$ cat src/rtl/sram_arb_pkg.sv
// Shared types and constants for the two-port SRAM arbiter.
package sram_arb_pkg;

  typedef enum logic [1:0] {
    IDLE    = 2'd0,
    BUSY    = 2'd1,
    RELEASE = 2'd2
  } arb_state_t;

  localparam logic PORT_MEM = 1'b0;
  localparam logic PORT_AUX = 1'b1;

endpackage

$ cat src/rtl/sram_arbiter.sv
// Arbitrates the single SRAM controller port between the MEM stage (port 0)
// and a secondary word master (port 1), with starvation guard and timeout.
module sram_arbiter
  import sram_arb_pkg::*;
#(
  parameter int ADDR_W       = 16,
  parameter int DATA_W       = 16,
  parameter int STARVE_LIMIT = 4,
  parameter int TIMEOUT      = 15
) (
  input  logic              clk,
  input  logic              rst,
  input  logic              m0_req,
  input  logic              m0_we,
  input  logic [ADDR_W-1:0] m0_addr,
  input  logic [DATA_W-1:0] m0_wdata,
  output logic [DATA_W-1:0] m0_rdata,
  output logic              m0_done,
  output logic              m0_freeze,
  input  logic              m1_req,
  input  logic              m1_we,
  input  logic [ADDR_W-1:0] m1_addr,
  input  logic [DATA_W-1:0] m1_wdata,
  output logic [DATA_W-1:0] m1_rdata,
  output logic              m1_done,
  output logic              m1_freeze,
  output logic              ctl_en,
  output logic              ctl_rd,
  output logic [ADDR_W-1:0] ctl_addr,
  output logic [DATA_W-1:0] ctl_wdata,
  input  logic [DATA_W-1:0] ctl_q,
  input  logic              ctl_ready,
  output logic              err
);

  localparam int SW = $clog2(STARVE_LIMIT + 1);
  localparam int BW = $clog2(TIMEOUT + 1);

  arb_state_t    state_q, state_d;
  logic          win_q;
  logic          sel_aux;
  logic          take;
  logic          finish;
  logic          tmo;
  logic [SW-1:0] starve_cnt;
  logic [BW-1:0] busy_cnt;

  // Port 1 wins when it is alone or has waited out STARVE_LIMIT port-0 grants.
  assign sel_aux = m1_req & (~m0_req | (starve_cnt == SW'(STARVE_LIMIT)));

  assign ctl_en    = (state_q == BUSY);
  assign m0_freeze = m0_req & ~m0_done;
  assign m1_freeze = m1_req & ~m1_done;

  // Next-state and per-cycle event decode.
  always_comb begin
    state_d = state_q;
    take    = 1'b0;
    finish  = 1'b0;
    tmo     = 1'b0;
    unique case (state_q)
      IDLE: begin
        if (m0_req | m1_req) begin
          take    = 1'b1;
          state_d = BUSY;
        end
      end
      BUSY: begin
        // Ready takes priority over a timeout reached on the same edge.
        if (ctl_ready) begin
          finish  = 1'b1;
          state_d = RELEASE;
        end else if (busy_cnt == BW'(TIMEOUT - 1)) begin
          finish  = 1'b1;
          tmo     = 1'b1;
          state_d = RELEASE;
        end
      end
      RELEASE: state_d = IDLE;
      default: state_d = IDLE;
    endcase
  end

  // State register.
  always_ff @(posedge clk) begin
    if (!rst) state_q <= IDLE;
    else      state_q <= state_d;
  end

  // Latch the winning request into the controller-facing registers.
  always_ff @(posedge clk) begin
    if (!rst) begin
      win_q     <= PORT_MEM;
      ctl_rd    <= 1'b1;
      ctl_addr  <= '0;
      ctl_wdata <= '0;
    end else if (take) begin
      if (sel_aux) begin
        win_q     <= PORT_AUX;
        ctl_rd    <= ~m1_we;
        ctl_addr  <= m1_addr;
        ctl_wdata <= m1_wdata;
      end else begin
        win_q     <= PORT_MEM;
        ctl_rd    <= ~m0_we;
        ctl_addr  <= m0_addr;
        ctl_wdata <= m0_wdata;
      end
    end
  end

  // Count cycles spent in BUSY for the timeout.
  always_ff @(posedge clk) begin
    if (!rst)                 busy_cnt <= '0;
    else if (state_q == BUSY) busy_cnt <= busy_cnt + BW'(1);
    else                      busy_cnt <= '0;
  end

  // Count port-0 grants made while port 1 is waiting.
  always_ff @(posedge clk) begin
    if (!rst) begin
      starve_cnt <= '0;
    end else if (state_q == IDLE) begin
      if (take && sel_aux) begin
        starve_cnt <= '0;
      end else if (take && m1_req) begin
        if (starve_cnt != SW'(STARVE_LIMIT)) starve_cnt <= starve_cnt + SW'(1);
      end else if (!m1_req) begin
        starve_cnt <= '0;
      end
    end
  end

  // Completion: done pulse, read data return and sticky timeout flag.
  always_ff @(posedge clk) begin
    if (!rst) begin
      m0_done  <= 1'b0;
      m1_done  <= 1'b0;
      m0_rdata <= '0;
      m1_rdata <= '0;
      err      <= 1'b0;
    end else begin
      m0_done <= 1'b0;
      m1_done <= 1'b0;
      if (finish) begin
        if (win_q == PORT_AUX) begin
          m1_done <= 1'b1;
          if (ctl_rd) m1_rdata <= tmo ? '0 : ctl_q;
        end else begin
          m0_done <= 1'b1;
          if (ctl_rd) m0_rdata <= tmo ? '0 : ctl_q;
        end
        if (tmo) err <= 1'b1;
      end
    end
  end

endmodule
$ cat config.mk
export PLATFORM = sky130hd
export DESIGN_NAME = sram_arbiter
export DESIGN_NICKNAME = d
export VERILOG_FILES = /design/src/rtl/sram_arb_pkg.sv /design/src/rtl/sram_arbiter.sv
export SDC_FILE = /design/constraint.sdc
export NUM_CORES = 1
export LEC_CHECK = 0
export BUFFER_PORTS_ARGS = -buffer_cell sky130_fd_sc_hd__buf_2
export CORE_UTILIZATION = 28
export CTS_CLUSTER_DIAMETER = 30
export DETAILED_ROUTE_END_ITERATION = 7
export PLACE_DENSITY_LB_ADDON = 0.15
export SYNTH_ARGS = -nofsm -noshare
export SYNTH_HDL_FRONTEND = slang
export SYNTH_SLANG_ARGS = --single-unit
$ cat constraint.sdc
create_clock -name clk -period 2.14 [get_ports clk]
set_input_delay 0.107 -clock clk [delete_from_list [all_inputs] [get_ports clk]]
set_output_delay 0.107 -clock clk [all_outputs]
set_load 0.03 [all_outputs]
# Yosys cells after proc, flatten, opt, wreduce, memory -nomap -nowiden
# Index checks and enable logic that the tools add are counted.
# word_totals
word_cells	65
out_inout_bits	71
ff_bits	78
in_bits	87
# op_classes
n_mux	22
bitwise_logic	11
addsub	2
eq_ne	8
reduce_logical	10
# op_table
cell	n
$mux W16	3
$mux W3	4
$mux W1	11
$reduce_and A3 Y1	3
$reduce_and A2 Y1	4
$mux W2	3
$ne A3 B1 Y1 const B	2
$not A1 Y1	6
$add A4 B1 Y4 const B	1
$eq A4 B4 Y1 const B	1
$pmux W2 S2	1
$add A3 B1 Y3 const B	1
$and A1 B1 Y1	3
$eq A3 B3 Y1 const B	1
$ne A3 B2 Y1 const B	1
$ne A3 B3 Y1 const B	1
$eq A2 B1 Y1 const B	1
$logic_and A1 B1 Y1	2
$logic_not A2 Y1	1
$ne A2 B2 Y1 const B	1
$or A1 B1 Y1	2

# Longest topological paths before layout
# Gate-level depths: netlist (run 1).
# depth
ltp_word	6
mapped_depth	7
ltp_nobuf	5

# Worst setup path before layout (run 1)
# Ideal clock, no wire load.
# synth_path
kind	reg2reg
from	reg busy_cnt[0]
to	reg m0_rdata[10]
setup_ps	72
slack_ps	532
stages_incl_launch_ff	8
synth_period_minus_slack_ps	1608
n_path_buf	2
arrival_time_ps	1537
required_time_ps	2068
cell_sequence	dfxtp_1 -> inv_1 -> ha_1 -> a31oi_2 -> nand4bb_1 -> buf_2 -> buf_6 -> mux2i_1
# synth_between
elab_chain_len	5
elab_cells_between_ends	8
classes_between	eq/ne: 1; mux: 6; reduce/logical: 1
# synth_rtl
item	line	source
from (decl)	sram_arbiter.sv:46	logic [BW-1:0] busy_cnt;
from (signal assigned)	sram_arbiter.sv:115	else if (state_q == BUSY) busy_cnt <= busy_cnt + BW'(1);
$eq A4 B4 Y1 (*)	sram_arbiter.sv:73	end else if (busy_cnt == BW'(TIMEOUT - 1)) begin
$mux W1 (*)	sram_arbiter.sv:73	
$mux W1	sram_arbiter.sv:70	if (ctl_ready) begin
$mux W1	sram_arbiter.sv:61	unique case (state_q)
$reduce_and A3 Y1 (no source line) or $mux W16 (tied branches)	--	
to (signal assigned)	sram_arbiter.sv:151	if (ctl_rd) m0_rdata <= tmo ? '0 : ctl_q;
to (decl)	sram_arbiter.sv:17	output logic [DATA_W-1:0] m0_rdata,
# Every way passes the cells marked *; elsewhere a longest branch is shown, timed or not.
# A chain may end at the register's enable or synchronous reset.

# Final worst setup path (run 1)
# layout_path
from	reg starve_cnt[0]
to	reg ctl_rd
# layout_between
elab_chain_len	4
# layout_rtl
item	line	source
from (decl)	sram_arbiter.sv:45	logic [SW-1:0] starve_cnt;
from (signal assigned)	sram_arbiter.sv:127	if (starve_cnt != SW'(STARVE_LIMIT)) starve_cnt <= starve_cnt + SW'(1);
$eq A3 B3 Y1	sram_arbiter.sv:49	assign sel_aux = m1_req & (~m0_req | (starve_cnt == SW'(STARVE_LIMIT)));
$or A1 B1 Y1	sram_arbiter.sv:49	
$and A1 B1 Y1	sram_arbiter.sv:49	
$mux W1	sram_arbiter.sv:98	if (sel_aux) begin
to (signal assigned)	sram_arbiter.sv:100	ctl_rd <= ~m1_we;
to (signal assigned)	sram_arbiter.sv:105	ctl_rd <= ~m0_we;
to (decl)	sram_arbiter.sv:28	output logic ctl_rd,
# No other way between the ends.

==> flow_summary_export.csv, run 1 <==
group,metric,value,unit
synthesis,ys_warn_count,0,
die,coreArea,13200,sq um
synthesis,synth_edf_count,0,
die,top_level_ports,158,
placed_design,dpl-instance-area,4690,sq um
cells_and_area,fin_nets,616,
die,start_util,28.7,%
worst_setup_path,end_kind,"flop",
timing,finalSetupViolations,0,
timing,finalCritPeriodShare,85.1,%
route,routed_wl,12.1,mm
route,wl_per_cell,17.1,um
cts,cts_tree,"done",
cts,cts_buffers,9,
power,p_comb_share,20.1,%
timing,finalHoldViolations,0,
cts,ctsLongestPathBuffers,2,
hold_path,min_path_type,"primary input to flop",
power,p_sw_share,30.8,%
synthesis,synth_area,3810,sq um
worst_setup_path,worstPathRequired,2.36,ns
cts,hold_buffers,0,
flow_run,drv_cap,0,
global_route,grtUsageTotal,17.4,%
worst_setup_path,start_kind,"flop",
cts,root_buffer,"clkbuf_16",
die,fp.dieH,119,um
global_route,grt_max_degree,37,
timing,fmax,549,MHz
cells_and_area,synthToLayoutAreaGrowth,31.3,%
cts,cts_sinks,78,
worst_setup_path,crit_fanout,23,
die,die_area,14100,sq um
die,rows,42,
synthesis,synthCells,385,
route,drtIter0Drc,128,
power,switching_power,1230,uW
synthesis,synth.yosys.seq_area_share,41.0,%
route,ant_nets,0,
cells_and_area,layout-drive-gt1-share,37.5,%
timing,grt_setup_unrepaired,"no",
route,dr.pass1.iters,4,
cts,cts_setup_buffers,0,
cts,cts.htree.levels,3,
synthesis,synth_seq_cells,78,
timing,tns,0,ns
power,ir_drop,0.000424,V
power,power.internal,2750,uW
global_route,antenna_found_initial,3,
placed_design,hpwl,8.11,mm
route,drc_errors,0,
synthesis,syn_area_per_cell,9.89,sq um
synthesis,yosys.cell_types.count,38,
timing,tightest_slew,0.697,ns
timing,period_needed,1.82,ns
timing,relSlewSlack,53.5,%
power,power,3980,uW
synthesis,synth_flop_cell,"dfxtp_1",
synthesis,syn_nets,476,
synthesis,postSynth.asyncResetShare,0,%
route,vias,3637,
global_route,grt_pass1_vias,3591,
power,p_per_area,796,nW/um^2
power,power_leakage,0.00209,uW
timing,slew_viol_final,0,
route,vias_per_cell,5.13,
worst_setup_path,worstSetupPathType,"flop to flop",
cells_and_area,final_cell_area,5000,sq um
cts,cts_resized,0,
timing,fin_skew,0.00713,ns
cells_and_area,finalCoreUtilization,37.7,%
worst_setup_path,cp.arrival,2.04,ns
global_route,grt_overflow,0,
cts,clkTransAtPathRegs,0.06,ns
power,p_seq_share,40.3,%
placed_design,routabilityCongestion,0.724,
die,fp.dieW,119,um
cts,clk_latency,0.35,ns
placed_design,io_buffers,157,
power,clkPwrFrac,39.5,%
global_route,grt_pass1_wl,19.2,mm
outcome,status,"completed",
cells in the final DEF, fill, tap and decap left out, types with 3 or more instances in the layout:
| cell type | instances |
|---|---|
| o211ai_1 | 14 |
| a2111oi_0 | 27 |
| dfxtp_1 | 78 |
| a21oi_1 | 33 |
| xnor2_1 | 3 |
| buf_4 | 19 |
| a2111oi_1 | 6 |
| nor2_1 | 7 |
| nor4b_1 | 65 |
| clkbuf_16 | 9 |
| nor3b_1 | 5 |
| mux2i_1 | 33 |
| inv_1 | 4 |
| diode_2 | 3 |
| ha_1 | 4 |
| nand2_1 | 32 |
| buf_2 | 157 |
synth_stat cells (all sizes together), types with 2 or more instances:
cell     instances  area [sq um]
a21oi           33           165
ha               4          50.1
nor4b           65           569
nor2             8          32.5
o21a             2          15.0
xnor2            3          26.3
o211ai          16           130
nand2           32           120
or2              2          12.5
mux2i           33           330
nand3            2          10.0
dfxtp           78          1560
inv              4          15.0
and2             2          12.5
buf             27           214
a21boi           3          26.3
a2111oi         33           297
clkbuf          21          80.1
nor2b            2          12.5
nor3b            5          37.5
per-layer routing:
layer	GRT usage (%)	vias up	part of all wire (%)
li1	-	1764	-
met1	21.5	1749	45
met2	27.1	111	46
met3	6.76	13	7.3
met4	7.04	0	1.7
met5	0	-	0
path summary, 6_finish.rpt:
kind	from	end	slack, ns	cells past startpoint
worst max-delay path	starve_cnt[0]	ctl_rd	0.32	6
worst min-delay path	ctl_q[8]	m0_rdata[8]	0.04	3
worst min register to register	m1_rdata[8]	m1_rdata[8]	0.45	2
worst max register to register	starve_cnt[0]	ctl_rd	0.32	6
final cells by class:
class / count / area (sq um)
antenna: 3 / 7.51
clock buffer: 10 / 229
clock inverter: 6 / 71.3
fill: 1385 / 8250
inverter: 4 / 15.0
multi-input combinational: 255 / 1940
sequential: 78 / 1560
tap: 176 / 220
timing repair buffer: 177 / 948
critical path, stage by stage, from the launching register on:
cell       delay, ns
dfxtp_1         0.33
inv_1           0.06
ha_1            0.20
and2_1          0.16
buf_4           0.27
a2111oi_0       0.14
or4b_1          0.53
cell families after synthesis:
group | synth area share (%)
XOR/XNOR | 0.921
multiplexers | 8.68
flip-flops | 41.0
AND/OR/NAND/NOR | 22.8
buffers and inverters | 8.12
AO/OA/AOI/OAI | 17.2
adder cells (fa/ha/maj) | 1.31
metrics by stage:
stage          hold WS [ns]  instances  worst slack [ns]
6_report             0.0427        709             0.318
3_3_place_gp          0.398        690             0.367
4_1_cts              0.0307        706             0.311
5_1_grt              0.0287        708             0.187
3_5_place_dp          0.406        690             0.315
2_1_floorplan         0.275        385             0.532
power by group through the flow:
stage	clock network [uW]	registers [uW]	logic, uW
detailed placement	0	1640	802
global placement	0	1630	793
global route	1680	1620	863
floorplan	0	1800	380
CTS	1620	1600	805
finish	1570	1600	800
flip-flops by register name, indices dropped and copies added, names as in the netlist:
signal,cells
busy_cnt,4
ctl_addr,16
ctl_rd,1
ctl_wdata,16
err,1
m0_done,1
m0_rdata,16
m1_done,1
m1_rdata,16
starve_cnt,3
state_q,2
win_q,1
Power figures use the tool's default switching activity.
==> run 2: changes to the inputs <==
Settings changed: CORE_MARGIN from default to 2.
Clock period 2.14 ns to 1.9 ns, I/O delays scaled along.
==> run 2 against run 1 <==
Worst setup slack got worse by 0.20 ns. Via count rose by 0.38%. Core utilization barely moved. Critical path depth did not move. Clock-buffer cell count did not move. Worst hold slack improved by 0.0042 ns. Global-route usage fell by 1.2 points. Sequential share of layout area barely moved. Routed wire length fell by 3.5%. Critical path type unchanged.
==> flow_summary_export.csv, run 2 (synthesis results as in run 1) <==
group,metric,value,unit
outcome,status,"completed",
cts,cts.htree.levels,3,
placed_design,place_inst,690,
route,wl_per_cell,16.6,um
global_route,grt_overflow,0,
worst_setup_path,worstSetupPathType,"flop to flop",
timing,tightest_slew,0.715,ns
cts,root_buffer,"clkbuf_16",
timing,slew_viol_final,0,
cts,ctsLongestPathBuffers,2,
cts,cts_sinks,78,
cells_and_area,fin_nets,616,
power,power_leakage,0.00210,uW
timing,fin_skew,0.00578,ns
cts,hold_buffers,0,
die,fp.dieH,121,um
route,routed_wl,11.7,mm
cells_and_area,layout-drive-gt1-share,37.5,%
cts,clk_latency,0.34,ns
worst_setup_path,timing.rr.start,"starve_cnt[0]",
cts,clkTransAtPathRegs,0.06,ns
die,start_util,28.7,%
cts,cts_buffers,9,
worst_setup_path,cp-endpoint,"ctl_wdata[13]",
cells_and_area,fillerInstances,1411,
die,die_area,14500,sq um
worst_setup_path,start_kind,"flop",
route,dr.pass1.iters,4,
die,fp.dieW,121,um
worst_setup_path,crit_slowest_cell,"a2111oi_0",
timing,worst_slack,0.121,ns
route,drtIter0Drc,203,
die,top_level_ports,158,
cells_and_area,final_common_cell,"buf_2",
worst_setup_path,r2r-end,"ctl_wdata[13]",
timing,fmax,562,MHz
timing,finalSetupViolations,0,
global_route,grt_pass1_wl,18.5,mm
worst_setup_path,critPathMaxStageDelay,0.47,ns
worst_setup_path,ff2ff_path_depth,6,
worst_setup_path,cp.arrival,1.99,ns
die,rows,42,
timing,finalHoldViolations,0,
worst_setup_path,r2r_slack,0.12,ns
timing,hold_ws,0.0469,ns
timing,grt_setup_unrepaired,"yes",
global_route,grt_pass1_vias,3594,
route,vias,3651,
timing,period_needed,1.78,ns
placed_design,io_buffers,157,
placed_design,dpl-instance-area,4710,sq um
global_route,grtUsageTotal,16.2,%
timing,relSlewSlack,52.3,%
route,ant_nets,0,
cts,cts_tree,"done",
placed_design,place_ws,0.124,ns
hold_path,min_path_type,"primary input to flop",
global_route,antenna_found_initial,1,
global_route,grt_max_degree,41,
placed_design,hpwl,8.10,mm
timing,finalCritPeriodShare,93.6,%
cts,cts_setup_buffers,0,
worst_setup_path,crit_fanout,12,
route,drc_errors,0,
power,p_per_area,859,nW/um^2
die,coreArea,13200,sq um
flow_run,drv_cap,0,
worst_setup_path,crit_start,"starve_cnt[0]",
cells_and_area,synthToLayoutAreaGrowth,31.1,%
worst_setup_path,end_kind,"flop",
power,ir_drop,0.000330,V
cells_and_area,final_cell_area,4990,sq um
cells_and_area,mostFrequentLayoutCells,"buf_2, dfxtp_1, nor4b_1",
worst_setup_path,worstPathCellList,"inv_1 > ha_1 > and2_1 > buf_4 > a2111oi_0 > nor4b_1",
route,vias_per_cell,5.16,
cells_and_area,fin_cells,707,
worst_setup_path,worstPathRequired,2.11,ns
placed_design,routabilityCongestion,0.733,
[run 2: cell types whose count changed in the layout (fill, tap and decap cells not counted), sizes merged]
| cell | delta |
|---|---|
| clkinvlp | -2 |
| bufinv | -1 |
| clkinv | +3 |
| diode | -2 |
[run 2: routing by layer]
layer	part of all wire (%)	track usage (%)	wire length, um	vias to the layer above
met5	0	0	0	-
met1	45	21.0	5240	1747
met3	6.8	4.53	802	17
met2	46	25.4	5420	126
met4	2.1	6.69	247	0
li1	-	-	-	1761
[run 2: layout make-up]
cell class	instances	area, sq um	area share, %
multi-input cells	255	1950	39.0
flip-flops and latches	78	1560	31.3
repair buffers	177	977	19.6
clock buffers	10	229	4.59
well taps	176	220	4.41
clock inverters	6	37.5	0.752
inverters	4	15.0	0.301
diodes	1	2.50	0.0501
[run 2: worst max-delay path: cells and delay by family (launching register included)]
kind | cells | cell delay [ns]
compound gates | 1 | 0.47
simple gates | 2 | 0.32
fa+ha+maj | 1 | 0.23
buf+inv | 2 | 0.25
flops | 1 | 0.37
[run 2: stage by stage]
stage / power, uW / setup TNS [ns] / utilization [%]
3_5_place_dp: 2750 / 0 / 35.6
6_report: 4290 / 0 / 37.7
5_1_grt: 4510 / -0.00151 / 37.7
2_1_floorplan: 2460 / 0 / -
3_3_place_gp: 2740 / 0 / 35.6
4_1_cts: 4350 / 0 / 37.6
[run 2: how the worst min path moves through the flow]
| stage | startpoint | to | slack, ns | cells after the start |
|---|---|---|---|---|
| detailed placement | ctl_q[9] | m0_rdata[9] | 0.40 | 3 |
| global route | ctl_q[9] | m0_rdata[9] | 0.05 | 3 |
| finish | ctl_q[9] | m0_rdata[9] | 0.05 | 3 |
| global placement | ctl_q[9] | m0_rdata[9] | 0.39 | 3 |
| floorplan | ctl_q[8] | m0_rdata[8] | 0.26 | 2 |
| CTS | ctl_q[9] | m0_rdata[9] | 0.04 | 3 |
[run 2: timing repair]
item	4_1_cts	5_1_grt
gates resized for setup	0	5
endpoints found under the setup margin	0	4
hold endpoints to repair	0	0
[run 2: power by group]
group          switching, uW  internal, uW  total [uW]  leakage (uW)
logic                    569           333         902       0.00133
registers               64.5          1750        1810      0.000639
clock network            695           882        1580      0.000136
total                   1330          2960        4290       0.00210
